`src/rtl/pc_fetch_unit.sv`:
```
// pc_fetch_unit
// Program-counter and fetch-register stage in front of the instruction memory.
// The PC drives the memory byte address directly. The memory returns its word
// combinationally, and this stage registers that word together with its PC.
// The stage handles sequential advance, redirect with wrong-path flush, and
// stall. A misaligned or out-of-range next PC halts the unit with a trap.
//
// Optional feature: define FETCH_PERF_EN to add the saturating performance
// counters fetch_count and flush_count.
//
// Ports:
//   clk, rst         rising-edge clock, asynchronous active-high reset
//   stall            hold PC and fetch register
//   redirect         branch/jump taken; load redirect_target into the PC
//   redirect_target  new PC for a redirect
//   trap_clear       leave HALT and restart from RESET_VECTOR
//   address_out      current PC, instruction memory byte address
//   inst_in          memory word at address_out (combinational)
//   inst_out         registered instruction
//   inst_pc          PC of inst_out
//   inst_valid       inst_out holds a valid, non-flushed instruction
//   trap             fetch fault, unit halted
//   trap_cause       2'b01 misaligned, 2'b10 out of range
//   trap_addr        faulting address
//   fetch_count      (FETCH_PERF_EN) cycles in which inst_valid loads 1
//   flush_count      (FETCH_PERF_EN) accepted redirects
//
// State table:
//   BOOT | one-cycle hold after reset or trap_clear; no fetch
//   RUN  | normal fetch, redirect and stall
//   HALT | fault held until trap_clear

module pc_fetch_unit #(
  parameter logic [63:0] RESET_VECTOR = 64'h0,
  parameter int unsigned MEM_BYTES    = 512
) (
  input  logic        clk,
  input  logic        rst,
  input  logic        stall,
  input  logic        redirect,
  input  logic [63:0] redirect_target,
  input  logic        trap_clear,
  output logic [63:0] address_out,
  input  logic [31:0] inst_in,
  output logic [31:0] inst_out,
  output logic [63:0] inst_pc,
  output logic        inst_valid,
  output logic        trap,
  output logic [1:0]  trap_cause,
  output logic [63:0] trap_addr
`ifdef FETCH_PERF_EN
  ,
  output logic [31:0] fetch_count,
  output logic [15:0] flush_count
`endif
);

  typedef enum logic [1:0] {
    BOOT = 2'd0,
    RUN  = 2'd1,
    HALT = 2'd2
  } state_t;

  localparam logic [63:0] LAST_ADDR = 64'(MEM_BYTES) - 64'd4;

  state_t      state_q, state_d;
  logic [63:0] pc_q, pc_d;
  logic [31:0] inst_out_q, inst_out_d;
  logic [63:0] inst_pc_q, inst_pc_d;
  logic        valid_q, valid_d;
  logic        trap_q, trap_d;
  logic [1:0]  cause_q, cause_d;
  logic [63:0] taddr_q, taddr_d;

  logic [63:0] cand;
  logic [1:0]  cand_fault;
  logic        advance;

  // The next-PC candidate is either the redirect target or PC+4. Misalignment
  // is checked first, so it wins when both faults apply.
  always_comb begin
    cand = redirect ? redirect_target : (pc_q + 64'd4);
    if (cand[1:0] != 2'b00) begin
      cand_fault = 2'b01;
    end else if (cand > LAST_ADDR) begin
      cand_fault = 2'b10;
    end else begin
      cand_fault = 2'b00;
    end
    advance = redirect | ~stall;
  end

  always_comb begin
    state_d    = state_q;
    pc_d       = pc_q;
    inst_out_d = inst_out_q;
    inst_pc_d  = inst_pc_q;
    valid_d    = valid_q;
    trap_d     = trap_q;
    cause_d    = cause_q;
    taddr_d    = taddr_q;

    unique case (state_q)
      BOOT: begin
        valid_d = 1'b0;
        state_d = RUN;
      end

      RUN: begin
        if (advance) begin
          if (redirect) begin
            // Flush the wrong-path word but keep its payload.
            valid_d = 1'b0;
          end else begin
            // Commit the current word even when PC+4 is about to fault.
            inst_out_d = inst_in;
            inst_pc_d  = pc_q;
            valid_d    = 1'b1;
          end

          if (cand_fault != 2'b00) begin
            state_d = HALT;
            trap_d  = 1'b1;
            cause_d = cand_fault;
            taddr_d = cand;
          end else begin
            pc_d = cand;
          end
        end
      end

      HALT: begin
        valid_d = 1'b0;
        if (trap_clear) begin
          pc_d    = RESET_VECTOR;
          trap_d  = 1'b0;
          cause_d = 2'b00;
          state_d = BOOT;
        end
      end

      default: begin
        state_d = BOOT;
        valid_d = 1'b0;
      end
    endcase
  end

  always_ff @(posedge clk or posedge rst) begin
    if (rst) begin
      state_q    <= BOOT;
      pc_q       <= RESET_VECTOR;
      inst_out_q <= 32'd0;
      inst_pc_q  <= 64'd0;
      valid_q    <= 1'b0;
      trap_q     <= 1'b0;
      cause_q    <= 2'b00;
      taddr_q    <= 64'd0;
    end else begin
      state_q    <= state_d;
      pc_q       <= pc_d;
      inst_out_q <= inst_out_d;
      inst_pc_q  <= inst_pc_d;
      valid_q    <= valid_d;
      trap_q     <= trap_d;
      cause_q    <= cause_d;
      taddr_q    <= taddr_d;
    end
  end

  assign address_out = pc_q;
  assign inst_out    = inst_out_q;
  assign inst_pc     = inst_pc_q;
  assign inst_valid  = valid_q;
  assign trap        = trap_q;
  assign trap_cause  = cause_q;
  assign trap_addr   = taddr_q;

`ifdef FETCH_PERF_EN
  logic        fetch_inc;
  logic        flush_inc;
  logic [31:0] fetch_cnt_q;
  logic [15:0] flush_cnt_q;

  // A sequential fetch loads inst_valid=1 even on a PC+4 fault cycle.
  // A redirect counts only when it is accepted, not when it traps.
  assign fetch_inc = (state_q == RUN) && !redirect && !stall;
  assign flush_inc = (state_q == RUN) && redirect && (cand_fault == 2'b00);

  always_ff @(posedge clk or posedge rst) begin
    if (rst) begin
      fetch_cnt_q <= 32'd0;
      flush_cnt_q <= 16'd0;
    end else begin
      if (fetch_inc && (fetch_cnt_q != 32'hFFFF_FFFF)) begin
        fetch_cnt_q <= fetch_cnt_q + 32'd1;
      end
      if (flush_inc && (flush_cnt_q != 16'hFFFF)) begin
        flush_cnt_q <= flush_cnt_q + 16'd1;
      end
    end
  end

  assign fetch_count = fetch_cnt_q;
  assign flush_count = flush_cnt_q;
`endif

endmodule

```
`config.mk`:
```
export PLATFORM = sky130hd
export DESIGN_NAME = pc_fetch_unit
export DESIGN_NICKNAME = d
export VERILOG_FILES = /design/src/rtl/pc_fetch_unit.sv
export SDC_FILE = /design/constraint.sdc
export NUM_CORES = 1
export LEC_CHECK = 0
export ABC_AREA = 1
export CAP_MARGIN = 15
export CORE_UTILIZATION = 53
export CTS_BUF_LIST = sky130_fd_sc_hd__clkbuf_4
export CTS_CLUSTER_SIZE = 28
export DETAILED_ROUTE_END_ITERATION = 8
export GPL_ROUTABILITY_DRIVEN = 0
export HOLD_SLACK_MARGIN = 0.02
export PLACE_DENSITY = 0.84
export SYNTH_ARGS = -nofsm -noshare
export SYNTH_HDL_FRONTEND = slang
export SYNTH_SLANG_ARGS = --single-unit
```
`constraint.sdc`:
```
create_clock -name clk -period 22.3 [get_ports clk]
set_input_delay 2.23 -clock clk [delete_from_list [all_inputs] [get_ports clk]]
set_output_delay 2.23 -clock clk [all_outputs]
set_load 0.05 [all_outputs]
```
==> run summary <==
The worst-case reg-to-reg path depth came out at 19. The commonest register cell after synthesis is sky130_fd_sc_hd__dfrtp_1. For the worst-skew pair, the clock arrives at the later sink with an insertion delay of 0.71 ns. Post-CTS repair changed the size of 0 cells.

The number of post-CTS setup repair buffers is 0. TritonCTS built the clock tree. The layout has 1755 filler cells. The initial core utilization is 54.60%. The detailed-route vias per instance came out at 5.555. The minimum clock period is 6.253 ns.

The height of the die is 152.6 µm. Sequential cells were found to cover 47.86% of the synthesized design area. The post-detailed-placement half-perimeter wirelength came out at 29820 µm. The number of H-tree levels came out at 2. The delay of the slowest critical-path stage is 0.78 ns. The biggest area contributor in the post-synthesis netlist is sky130_fd_sc_hd__dfrtp_1. For this run, design rule violations remaining after detail routing come to 21. The worst setup skew after layout came out at 0.06285 ns. In this run the register-to-register setup slack is 17.65 ns.

The largest vdd supply drop is 0.09903 mV. For this run, the detailed router's first-pass iteration total came to 9. Setup violations remaining at the end of the flow were counted as 0. For the final routed database, the setup TNS stands at 0 ns. The instance count of the mapped netlist came out at 1545.

The transition at the pin with the smallest max-transition slack came out at 1.061 ns. The utilization of the core after routing is 72.82%. The most numerous cell in the Yosys netlist is sky130_fd_sc_hd__nand2_1. The largest fanout on the critical path is 81. The cell area after synthesis came out at 12030 µm². The number of synthesized flops with an enable pin came out at 0.

The hold-critical path endpoint is state_q[0]. The average wire per standard cell came out at 18.20 µm. The worst register-to-register path ends at trap_addr[63].

Counting along the longest clock path gives a buffer depth of 3. At the worst endpoint, the arrival time is 6.79 ns. The run finished, with violations left. The beginning of the worst hold path is state_q[1]. The count of input and output buffers is 328. The fraction of synthesized cell area taken by the top area cell type is 47.86%. Among all stages on the critical path, the largest delay is contributed by sky130_fd_sc_hd__nand2_4. The pin count of the biggest net entering global routing came out at 151.

The total core area came out at 22030 µm². The final route contains 12220 vias. The maximum frequency from static timing analysis is 0.1599 GHz. Summing all flip-flop and latch instances after layout gives 5756 µm².

The post-layout net count came out at 1978. The number of global-route vias before repair is 11970. The warning count from the yosys run came out at 0. The fraction of layout instances using a drive strength above 1 came out at 12.66%. The worst-case headroom to the max-slew limit came out at 29.26%.

Ranked by total cell area, the synthesized netlist is headed by sky130_fd_sc_hd__dfrtp_1, sky130_fd_sc_hd__nand2_1, sky130_fd_sc_hd__nand3_1. The synthesized netlist net count came out at 1647. Summed over all layers, the global routing overflow is 0. The final count of hold timing violations came out at 0. Setup repair after global routing left no endpoint under its margin. The worst setup path is of the input pin to flop kind. The proportion of register bits with asynchronous set or reset after synthesis came out at 100.0%. In the final layout, the multi-input gates occupy 5368 µm².

The post-synthesis cell type count is 35. The initial antenna violation count is 1. Total power for the finished layout comes to 2010 µW. The total detailed-routing wirelength is 40040 µm. The critical register-to-register path startpoint is address_out[14].

The launch point of the worst path is redirect. The final cycle utilization of the critical path came out at 28.04%. Clock-pin slew was measured on the worst setup and hold paths at 0.07 ns. For this design, the CTS-stage hold fixing added 0 buffers. From synthesis to final layout, the design area changed by 33.36%. The total leakage power came out at 0.007496 µW. The element type at the critical path end is a flop.

Traced cell by cell, the critical path runs through clkdlybuf4s50_1 > buf_4 > inv_2 > buf_4 > nand3_1 > and2_0 > nor2_1 > nand3_1 > nor2_1 > nor2_1 > nand2_1 > nor2_1 > nand2_1 > nor2_1 > nand3_1 > nor2_4 > nand2_2 > nand2_2 > inv_2 > nand2_4 > nand2_1 > nand2_1. After synthesis the netlist holds a flip-flop and latch count of 230. The boundary pin count is 329. Data on the critical path is required at its endpoint by 22.84 ns.

Ranked by instance count, the synthesized netlist is headed by sky130_fd_sc_hd__nand2_1, sky130_fd_sc_hd__dfrtp_1, sky130_fd_sc_hd__nand3_1. The filler-free cell count of the finished design came out at 2200. Counting stages on the worst path, the most repeated cell is sky130_fd_sc_hd__nor2_1. The count of placed standard cells including taps came out at 2095.

Buffers inserted during clock tree synthesis total 59. The post-route antenna net violation count came out at 0. The die outline width is 152.6 µm.

The kind of path behind the tightest hold check is flop to flop. The number of violations of the max-capacitance limit is 0. In this run the power density over the cells is 125.3 nW/µm².

The floorplan has 54 rows. The area of the die came out at 23300 µm². The clock root buffer is sky130_fd_sc_hd__clkbuf_4. The overall track demand over capacity in global routing is 35.02%. After the first detailed-routing iteration, the DRC count stood at 1433.

The per-instance average area after synthesis is 7.784 µm². The final reports fail on DRC. The number of max-slew violations in the final report is 0. Along the worst hold path, the cell count comes to 1.

The element type at the critical path start is an input pin. The clock net in this run drives a total of 230 sinks. The first-pass GRT wire length is 63740 µm.
[flip-flops by register name, summed over array words and instances (netlist names)]
name and flops:
address_out 64, inst_out 32, inst_pc 64, inst_valid 1, state_q 2, trap 1
trap_addr 64, trap_cause 2
[worst max-delay path, delay by kind of cell]
family,cells,cell delay (ns)
buffers and inverters,5,2.21
and+or+nand+nor,17,2.28
[cell families after synthesis]
group	after synthesis	share of synthesized area [%]
AOI/OAI and AO/OA	148	6.263
xor gates and xnor gates	3	0.2185
adders and majority gates	1	0.1040
buffers and inverters	201	7.720
DFF	230	47.86
muxes	33	3.090
and+or+nand+nor	929	34.75
[stage by stage]
step                hold WS, ns  instance area [µm²]  setup slack [ns]
floorplan                0.4221                12030             13.77
global placement         0.4394                15330             15.56
detailed placement       0.4571                15330             15.40
CTS                      0.4568                16040             16.11
global route             0.4669                16040             15.62
finish                   0.4557                16040             16.05
[cell type report]
cell class | count | share of cell area, %
diodes | 1 | 0.01560
clock buffers | 83 | 3.885
clock inverters | 21 | 0.5383
inverters | 136 | 3.230
multi-input cells | 1114 | 33.47
flip-flops and latches | 230 | 35.88
well taps | 280 | 2.184
repair buffers | 335 | 20.80
[layout by cell type (no fill, tap or decap), types with 7 or more instances in the layout]
cell,netlist,final
sky130_fd_sc_hd__a21oi_1,61,61
sky130_fd_sc_hd__buf_4,7,7
sky130_fd_sc_hd__clkbuf_4,0,83
sky130_fd_sc_hd__clkdlybuf4s50_1,0,328
sky130_fd_sc_hd__clkinv_1,0,17
sky130_fd_sc_hd__dfrtp_1,230,230
sky130_fd_sc_hd__inv_1,132,131
sky130_fd_sc_hd__mux2_2,33,33
sky130_fd_sc_hd__nand2_1,483,481
sky130_fd_sc_hd__nand2_2,60,62
sky130_fd_sc_hd__nand3_1,182,181
sky130_fd_sc_hd__nand4_1,20,20
sky130_fd_sc_hd__nor2_1,122,121
sky130_fd_sc_hd__nor2_4,9,10
sky130_fd_sc_hd__nor3_1,11,11
sky130_fd_sc_hd__o21ai_0,74,74
sky130_fd_sc_hd__o21ai_1,8,8
sky130_fd_sc_hd__or2_2,22,22
[where the power goes]
group          total (µW)  leakage (µW)  internal [µW]  switching (µW)
Sequential            635       0.00303            544            90.8
Combinational        1030       0.00404            320             707
Clock                 348      0.000420            171             177
Total                2010       0.00750           1040             975
[metal layers]
metal | share of wire, % | up-vias | global-route usage [%]
li1 | - | 5645 | -
met1 | 37 | 5590 | 42.66
met2 | 47 | 821 | 57.08
met3 | 11 | 165 | 8.788
met4 | 5.5 | 0 | 19.43
met5 | 0 | - | 0
[worst max path at each step]
| stage | endpoint | slack (ns) | cells past startpoint |
|---|---|---|---|
| after global placement | trap_addr[2] | 15.56 | 22 |
| after global routing | trap_addr[42] | 15.62 | 22 |
| final | trap_addr[63] | 16.05 | 22 |
| after floorplan | address_out[0] | 13.77 | 1 |
| after detailed placement | trap_addr[3] | 15.40 | 22 |
| after CTS | trap_addr[63] | 16.11 | 22 |
Power figures use the tool's default switching activity.
